$ cat config.mk
export PLATFORM = sky130hd
export DESIGN_NAME = us_dist_filter
export DESIGN_NICKNAME = d
export VERILOG_FILES = /design/src/rtl/us_dist_filter_pkg.sv /design/src/rtl/us_dist_filter_avg4.sv /design/src/rtl/us_dist_filter.sv
export SDC_FILE = /design/constraint.sdc
export NUM_CORES = 2
export LEC_CHECK = 0
export ABC_AREA = 1
export ABC_CLOCK_PERIOD_IN_PS = 46400
export BUFFER_PORTS_ARGS = -buffer_cell sky130_fd_sc_hd__buf_2
export CORE_MARGIN = 2
export CORE_UTILIZATION = 50
export DETAILED_ROUTE_END_ITERATION = 16
export PLACE_DENSITY = 0.71
export SLEW_MARGIN = 20
export SYNTH_ARGS = -nofsm -noshare
export SYNTH_HDL_FRONTEND = slang
export SYNTH_SLANG_ARGS = --single-unit
$ cat constraint.sdc
create_clock -name clk -period 46.4 [get_ports clk]
set_input_delay 9.28 -clock clk [delete_from_list [all_inputs] [get_ports clk]]
set_output_delay 9.28 -clock clk [all_outputs]
set_load 0.005 [all_outputs]
$ cat src/rtl/us_dist_filter_pkg.sv
// Shared definitions for the ultrasonic distance filter and its users.
// The default sizes are also used by the hcsr04 front ends.
package us_pkg;

  localparam int unsigned DefaultWidth       = 16;
  localparam int unsigned DefaultMaxCount    = 3800;
  localparam int unsigned DefaultRejectLimit = 3;
  localparam int unsigned HistDepth          = 4;

  typedef enum logic [1:0] {
    StScan    = 2'd0,
    StLoad    = 2'd1,
    StCompute = 2'd2,
    StWrite   = 2'd3
  } us_state_e;

endpackage

$ cat src/rtl/us_dist_filter_avg4.sv
// Per-channel 4-entry distance history with primed flags.
// One shared adder tree produces the sum for the channel picked by sel.
module us_avg4
  import us_pkg::*;
#(
  parameter int unsigned NUM_CHANNELS = 9,
  parameter int unsigned WIDTH        = DefaultWidth,
  parameter int unsigned SEL_WIDTH    = 4
) (
  input  logic                 clk,
  input  logic                 rst,
  input  logic [SEL_WIDTH-1:0] sel,
  input  logic                 load,
  input  logic [WIDTH-1:0]     din,
  output logic                 primed,
  output logic [WIDTH+1:0]     sum
);

  logic [WIDTH-1:0]        hist_q [NUM_CHANNELS][HistDepth];
  logic [NUM_CHANNELS-1:0] primed_q;

  always_ff @(posedge clk or posedge rst) begin
    if (rst) begin
      primed_q <= '0;
      for (int c = 0; c < NUM_CHANNELS; c++) begin
        for (int k = 0; k < HistDepth; k++) begin
          hist_q[c][k] <= '0;
        end
      end
    end else if (load) begin
      if (!primed_q[sel]) begin
        // First accepted sample seeds the whole window so the average starts at it.
        for (int k = 0; k < HistDepth; k++) begin
          hist_q[sel][k] <= din;
        end
        primed_q[sel] <= 1'b1;
      end else begin
        for (int k = 0; k < HistDepth - 1; k++) begin
          hist_q[sel][k] <= hist_q[sel][k+1];
        end
        hist_q[sel][HistDepth-1] <= din;
      end
    end
  end

  assign primed = primed_q[sel];

  always_comb begin
    sum = '0;
    for (int k = 0; k < HistDepth; k++) begin
      sum = sum + {2'b00, hist_q[sel][k]};
    end
  end

endmodule

$ cat src/rtl/us_dist_filter.sv
// Multi-channel ultrasonic distance filter: edge capture, round-robin scanner,
// outlier rejection and 4-sample moving average per channel.
module us_dist_filter
  import us_pkg::*;
#(
  parameter int unsigned NUM_CHANNELS = 9,
  parameter int unsigned WIDTH        = DefaultWidth,
  parameter int unsigned MAX_COUNT    = DefaultMaxCount,
  parameter int unsigned REJECT_LIMIT = DefaultRejectLimit
) (
  input  logic                          clk,
  input  logic                          rst,
  input  logic [NUM_CHANNELS*WIDTH-1:0] ticks_in,
  input  logic [NUM_CHANNELS-1:0]       valid_in,
  output logic [NUM_CHANNELS*WIDTH-1:0] dist_out,
  output logic [NUM_CHANNELS-1:0]       dist_valid,
  output logic [NUM_CHANNELS-1:0]       upd,
  output logic [NUM_CHANNELS-1:0]       overrun
);

  localparam int unsigned PtrW = (NUM_CHANNELS > 1) ? $clog2(NUM_CHANNELS) : 1;
  localparam int unsigned RejW = $clog2(REJECT_LIMIT + 1);

  localparam logic [WIDTH-1:0] MaxVal = WIDTH'(MAX_COUNT);
  localparam logic [RejW-1:0]  RejMax = RejW'(REJECT_LIMIT);
  localparam logic [PtrW-1:0]  LastCh = PtrW'(NUM_CHANNELS - 1);

  us_state_e               state_q;
  logic [PtrW-1:0]         ptr_q;
  logic [PtrW-1:0]         ptr_next;
  logic                    armed_q;
  logic [NUM_CHANNELS-1:0] valid_q;
  logic [NUM_CHANNELS-1:0] pending_q;
  logic [NUM_CHANNELS-1:0] pending_d;
  logic [NUM_CHANNELS-1:0] capture;
  logic [WIDTH-1:0]        sample_q [NUM_CHANNELS];
  logic [WIDTH-1:0]        work_q;
  logic [RejW-1:0]         rej_q [NUM_CHANNELS];
  logic [WIDTH-1:0]        dist_q [NUM_CHANNELS];

  logic             primed;
  logic [WIDTH+1:0] sum;
  logic [WIDTH-1:0] avg;
  logic [WIDTH-1:0] wr_val;
  logic             reject;
  logic             at_limit;
  logic             wr_en;
  logic             hist_load;

  // armed_q masks the first cycle after reset so a level already high is not an edge.
  assign capture  = armed_q ? (valid_in & ~valid_q) : '0;
  assign ptr_next = (ptr_q == LastCh) ? '0 : ptr_q + 1'b1;

  always_comb begin
    pending_d = pending_q;
    if (state_q == StLoad) begin
      pending_d[ptr_q] = 1'b0;
    end
    pending_d = pending_d | capture;
  end

  always_ff @(posedge clk or posedge rst) begin
    if (rst) begin
      armed_q   <= 1'b0;
      valid_q   <= '0;
      pending_q <= '0;
      overrun   <= '0;
      for (int i = 0; i < NUM_CHANNELS; i++) begin
        sample_q[i] <= '0;
      end
    end else begin
      armed_q   <= 1'b1;
      valid_q   <= valid_in;
      pending_q <= pending_d;
      overrun   <= overrun | (capture & pending_q);
      for (int i = 0; i < NUM_CHANNELS; i++) begin
        if (capture[i]) begin
          sample_q[i] <= ticks_in[WIDTH*i +: WIDTH];
        end
      end
    end
  end

  assign reject    = (work_q == '0) || (work_q >= MaxVal);
  assign hist_load = (state_q == StCompute) && !reject;
  assign avg       = WIDTH'(sum >> 2);
  assign at_limit  = (rej_q[ptr_q] == RejMax);
  assign wr_en     = at_limit || primed;
  assign wr_val    = at_limit ? MaxVal : avg;

  us_avg4 #(
    .NUM_CHANNELS(NUM_CHANNELS),
    .WIDTH       (WIDTH),
    .SEL_WIDTH   (PtrW)
  ) u_avg4 (
    .clk   (clk),
    .rst   (rst),
    .sel   (ptr_q),
    .load  (hist_load),
    .din   (work_q),
    .primed(primed),
    .sum   (sum)
  );

  always_ff @(posedge clk or posedge rst) begin
    if (rst) begin
      state_q    <= StScan;
      ptr_q      <= '0;
      work_q     <= '0;
      dist_valid <= '0;
      upd        <= '0;
      for (int i = 0; i < NUM_CHANNELS; i++) begin
        rej_q[i]  <= '0;
        dist_q[i] <= '0;
      end
    end else begin
      upd <= '0;
      unique case (state_q)
        StScan: begin
          if (pending_q[ptr_q]) begin
            state_q <= StLoad;
          end else begin
            ptr_q <= ptr_next;
          end
        end
        StLoad: begin
          work_q  <= sample_q[ptr_q];
          state_q <= StCompute;
        end
        StCompute: begin
          if (!reject) begin
            rej_q[ptr_q] <= '0;
          end else if (rej_q[ptr_q] != RejMax) begin
            rej_q[ptr_q] <= rej_q[ptr_q] + 1'b1;
          end
          state_q <= StWrite;
        end
        StWrite: begin
          if (wr_en) begin
            dist_q[ptr_q]     <= wr_val;
            dist_valid[ptr_q] <= 1'b1;
            upd[ptr_q]        <= (wr_val != dist_q[ptr_q]);
          end
          ptr_q   <= ptr_next;
          state_q <= StScan;
        end
      endcase
    end
  end

  for (genvar g = 0; g < NUM_CHANNELS; g++) begin : g_dist
    assign dist_out[WIDTH*g +: WIDTH] = dist_q[g];
  end

endmodule
==> impl_metrics.xml <==
<?xml version="1.0" encoding="UTF-8"?>
<metrics>
  <group name="hold_path">
    <metric name="hold_class" unit="">flop to flop</metric>
    <metric name="hold_start" unit="">u_avg4.primed_q[2]</metric>
    <metric name="hold_depth" unit="">2</metric>
    <metric name="hold_path_end" unit="">u_avg4.primed_q[2]</metric>
  </group>
  <group name="synthesis">
    <metric name="synth_area_per_cell" unit="µm²">8.581</metric>
    <metric name="syn_inst" unit="">5390</metric>
    <metric name="postSynth.asyncResetShare" unit="%">100.0</metric>
    <metric name="prevailing_post_synth_register_cell" unit="">dfrtp_1</metric>
    <metric name="yosysSeqAreaShare" unit="%">51.89</metric>
    <metric name="yosysWarningCount" unit="">0</metric>
    <metric name="syn_nets" unit="">5604</metric>
    <metric name="syn-cell-area" unit="µm²">46250</metric>
    <metric name="synth_edf_count" unit="">0</metric>
    <metric name="ys_types" unit="">55</metric>
    <metric name="number_of_storage_elements_in_the_synthesis_netlist" unit="">959</metric>
  </group>
  <group name="finish">
    <metric name="seqCellArea" unit="µm²">24010</metric>
    <metric name="nFillCells" unit="">8178</metric>
    <metric name="most-common-layout-cells" unit="">nand2_1 (976), dfrtp_1 (957), nor2_1 (758)</metric>
    <metric name="area_delta_synth_final" unit="%">12.59</metric>
    <metric name="leading_cell_type_in_the_layout_fill_and_taps_excluded" unit="">nand2_1</metric>
    <metric name="footprint_of_the_multi_input_gates" unit="µm²">19390</metric>
    <metric name="fraction_of_final_layout_cells_sized_beyond_drive_strength_1" unit="%">13.90</metric>
    <metric name="end_of_flow_core_utilization" unit="%">56.81</metric>
    <metric name="finalNetCount" unit="">5722</metric>
  </group>
  <group name="grt">
    <metric name="antenna_found_initial" unit="">19</metric>
    <metric name="grt_usage" unit="%">31.30</metric>
    <metric name="wire_length_of_the_first_global_routing_pass" unit="mm">231.7</metric>
    <metric name="grt-ovfl-total" unit="">0</metric>
    <metric name="grt_start_max_net_pins" unit="">174</metric>
    <metric name="vias_in_the_first_global_route" unit="">39357</metric>
  </group>
  <group name="placement">
    <metric name="routabilityCongestion" unit="">0.8887</metric>
    <metric name="dpl_hpwl" unit="mm">87.47</metric>
    <metric name="placement.io_buffers" unit="">325</metric>
    <metric name="dp_slack" unit="ps">33500</metric>
  </group>
  <group name="detailed_routing">
    <metric name="firstDrtPassIters" unit="">7</metric>
    <metric name="routed_wl" unit="mm">150.7</metric>
    <metric name="remaining_drc_errors" unit="">0</metric>
    <metric name="detail_route.iter0.violations" unit="">4894</metric>
    <metric name="drtAntennaViolNets" unit="">0</metric>
    <metric name="vias_per_cell" unit="">6.064</metric>
    <metric name="detail_route.wl_per_cell" unit="µm">22.18</metric>
    <metric name="detailroute.via_count" unit="">41191</metric>
  </group>
  <group name="worst_setup_path">
    <metric name="cp.required" unit="ps">47090</metric>
    <metric name="worst_r2r_endpoint" unit="">upd[7]</metric>
    <metric name="worst_setup_path_end_kind" unit="">asynchronous set/reset pin</metric>
    <metric name="crit_arrival" unit="ps">12600</metric>
    <metric name="cp_max_fo" unit="">171</metric>
    <metric name="r2r_path_start" unit="">ptr_q[2]</metric>
    <metric name="worst_setup_path_start_kind" unit="">input port</metric>
    <metric name="setup.worst_path.class" unit="">input port to asynchronous set/reset pin</metric>
    <metric name="r2r_setup_slack" unit="ps">36590</metric>
    <metric name="worst_r2r_path_depth" unit="">34</metric>
  </group>
  <group name="clocking">
    <metric name="numCtsBuffers" unit="">100</metric>
    <metric name="cts.repair.resized" unit="">0</metric>
    <metric name="clkLatencyLatePin" unit="ps">710</metric>
    <metric name="clock_path_buffers" unit="">3</metric>
    <metric name="cts_setup_buffers" unit="">0</metric>
    <metric name="clock_sinks" unit="">959</metric>
    <metric name="cts.root.buffer_cell" unit="">clkbuf_16</metric>
    <metric name="cts.clk_slew.worst_paths" unit="ps">60</metric>
    <metric name="cts_tree" unit="">built</metric>
    <metric name="cts_hold_buffers" unit="">0</metric>
    <metric name="htreeDepth" unit="">3</metric>
  </group>
  <group name="timing">
    <metric name="timing_hold_violations_final" unit="">0</metric>
    <metric name="setup_slack" unit="ps">34500</metric>
    <metric name="worst_clock_skew" unit="ps">48.99</metric>
    <metric name="relSlewSlack" unit="%">15.69</metric>
    <metric name="maxClockFrequency" unit="GHz">0.08401</metric>
    <metric name="final_period_util" unit="%">25.66</metric>
    <metric name="tightestPinTransition" unit="ps">1251</metric>
    <metric name="number_of_max_slew_violations_in_the_final_report" unit="">0</metric>
    <metric name="setup_viol" unit="">0</metric>
    <metric name="setup_total_negative_slack" unit="ps">0</metric>
    <metric name="post-route-min-period" unit="ps">11900</metric>
    <metric name="fin_hold_ws" unit="ps">461.1</metric>
    <metric name="unrepaired_setup_endpoints_after_global_routing" unit="">false</metric>
  </group>
  <group name="floorplanning">
    <metric name="die-area" unit="µm²">94950</metric>
    <metric name="floorplan.core_area" unit="µm²">91660</metric>
    <metric name="design.portCount" unit="">326</metric>
    <metric name="dieHeight" unit="µm">308.1</metric>
    <metric name="floorplan.initialDensity" unit="%">50.46</metric>
    <metric name="core.rowCount" unit="">111</metric>
    <metric name="die_width" unit="µm">308.1</metric>
  </group>
  <group name="run_status">
    <metric name="result_of_the_run" unit="">finished, final reports clean</metric>
  </group>
  <group name="run">
    <metric name="drv.max_cap_violation_count" unit="">0</metric>
  </group>
</metrics>
-- Yosys cell counts, types with 4 or more instances --
library cell / number / area share [%]
a211oi_1: 32 / 0.52
a21oi_1: 346 / 3.7
a221oi_1: 82 / 1.6
a22oi_1: 30 / 0.49
a31oi_1: 210 / 2.8
a32o_1: 4 / 0.087
and3_1: 5 / 0.068
buf_1: 39 / 0.32
buf_2: 129 / 1.4
buf_4: 10 / 0.16
clkbuf_1: 200 / 1.6
clkinv_1: 20 / 0.16
dfrtp_1: 959 / 52
fa_1: 17 / 0.74
ha_1: 42 / 1.1
inv_1: 322 / 2.6
inv_2: 14 / 0.11
mux2_2: 128 / 3.1
nand2_1: 976 / 7.9
nand2_2: 4 / 0.054
nand3_1: 75 / 0.81
nand3_2: 7 / 0.15
nand3b_1: 12 / 0.19
nand4_1: 12 / 0.16
nor2_1: 774 / 6.3
nor2_2: 8 / 0.11
nor3_1: 8 / 0.087
nor4_1: 5 / 0.068
o2111ai_1: 11 / 0.21
o211ai_1: 7 / 0.11
o21ai_0: 676 / 7.3
o21ai_1: 9 / 0.097
o21bai_1: 16 / 0.26
o221ai_1: 50 / 0.95
o22ai_1: 55 / 0.74
o31ai_1: 24 / 0.39
o31ai_2: 18 / 0.49
or2_2: 10 / 0.14
xnor2_1: 7 / 0.13
xor2_1: 17 / 0.32
-- critical path, cell delays in order --
cell and delay, ps:
buf_2 130, inv_8 570, buf_12 620, buf_4 820, buf_12 670
-- cell families after synthesis --
| family | synth area share (%) |
|---|---|
| XOR/XNOR | 0.4545 |
| buffers and inverters | 6.474 |
| AND/OR/NAND/NOR | 16.19 |
| other | 0.008108 |
| AO/OA/AOI/OAI | 20.00 |
| multiplexers | 3.117 |
| flip-flops | 51.89 |
| adder cells (fa/ha/maj) | 1.872 |
-- worst max path at each step --
stage	start	end	slack (ps)	cells past startpoint
after CTS	rst	u_avg4.hist_q[377]	34220	5
final	rst	u_avg4.hist_q[97]	34500	5
after floorplan	rst	asynchronous set/reset pin	10150	1
after global placement	rst	u_avg4.hist_q[446]	33520	5
after detailed placement	rst	u_avg4.hist_q[318]	33500	5
after global routing	rst	u_avg4.hist_q[415]	33950	5
-- per-layer routing --
metal	vias to the layer above	part of all wire, %	global-route usage [%]
met5	-	0	0
met4	0	4.2	13.39
met2	2185	46	49.02
li1	18463	-	-
met3	409	9.4	5.422
met1	20134	40	43.04
-- stage by stage --
step                      cell area, µm²  instances
after floorplan                    46250       5390
after global placement             48450       6588
after detailed placement           48450       6588
after CTS                          51960       6771
after global routing               52070       6793
final                              52070       6793
-- area by class of cell --
| class | instances | share of cell area, % |
|---|---|---|
| Sequential cell | 959 | 46.10 |
| Multi-Input combinational cell | 3693 | 37.23 |
| Clock buffer | 150 | 5.704 |
| Timing Repair Buffer | 397 | 4.380 |
| Tap cell | 1186 | 2.850 |
| Inverter | 357 | 2.614 |
| Clock inverter | 33 | 1.033 |
| Antenna cell | 18 | 0.08650 |
Power is left out: the tool's default activity adds up to more than one toggle a clock period on the data nets, which glitch-free logic cannot reach.
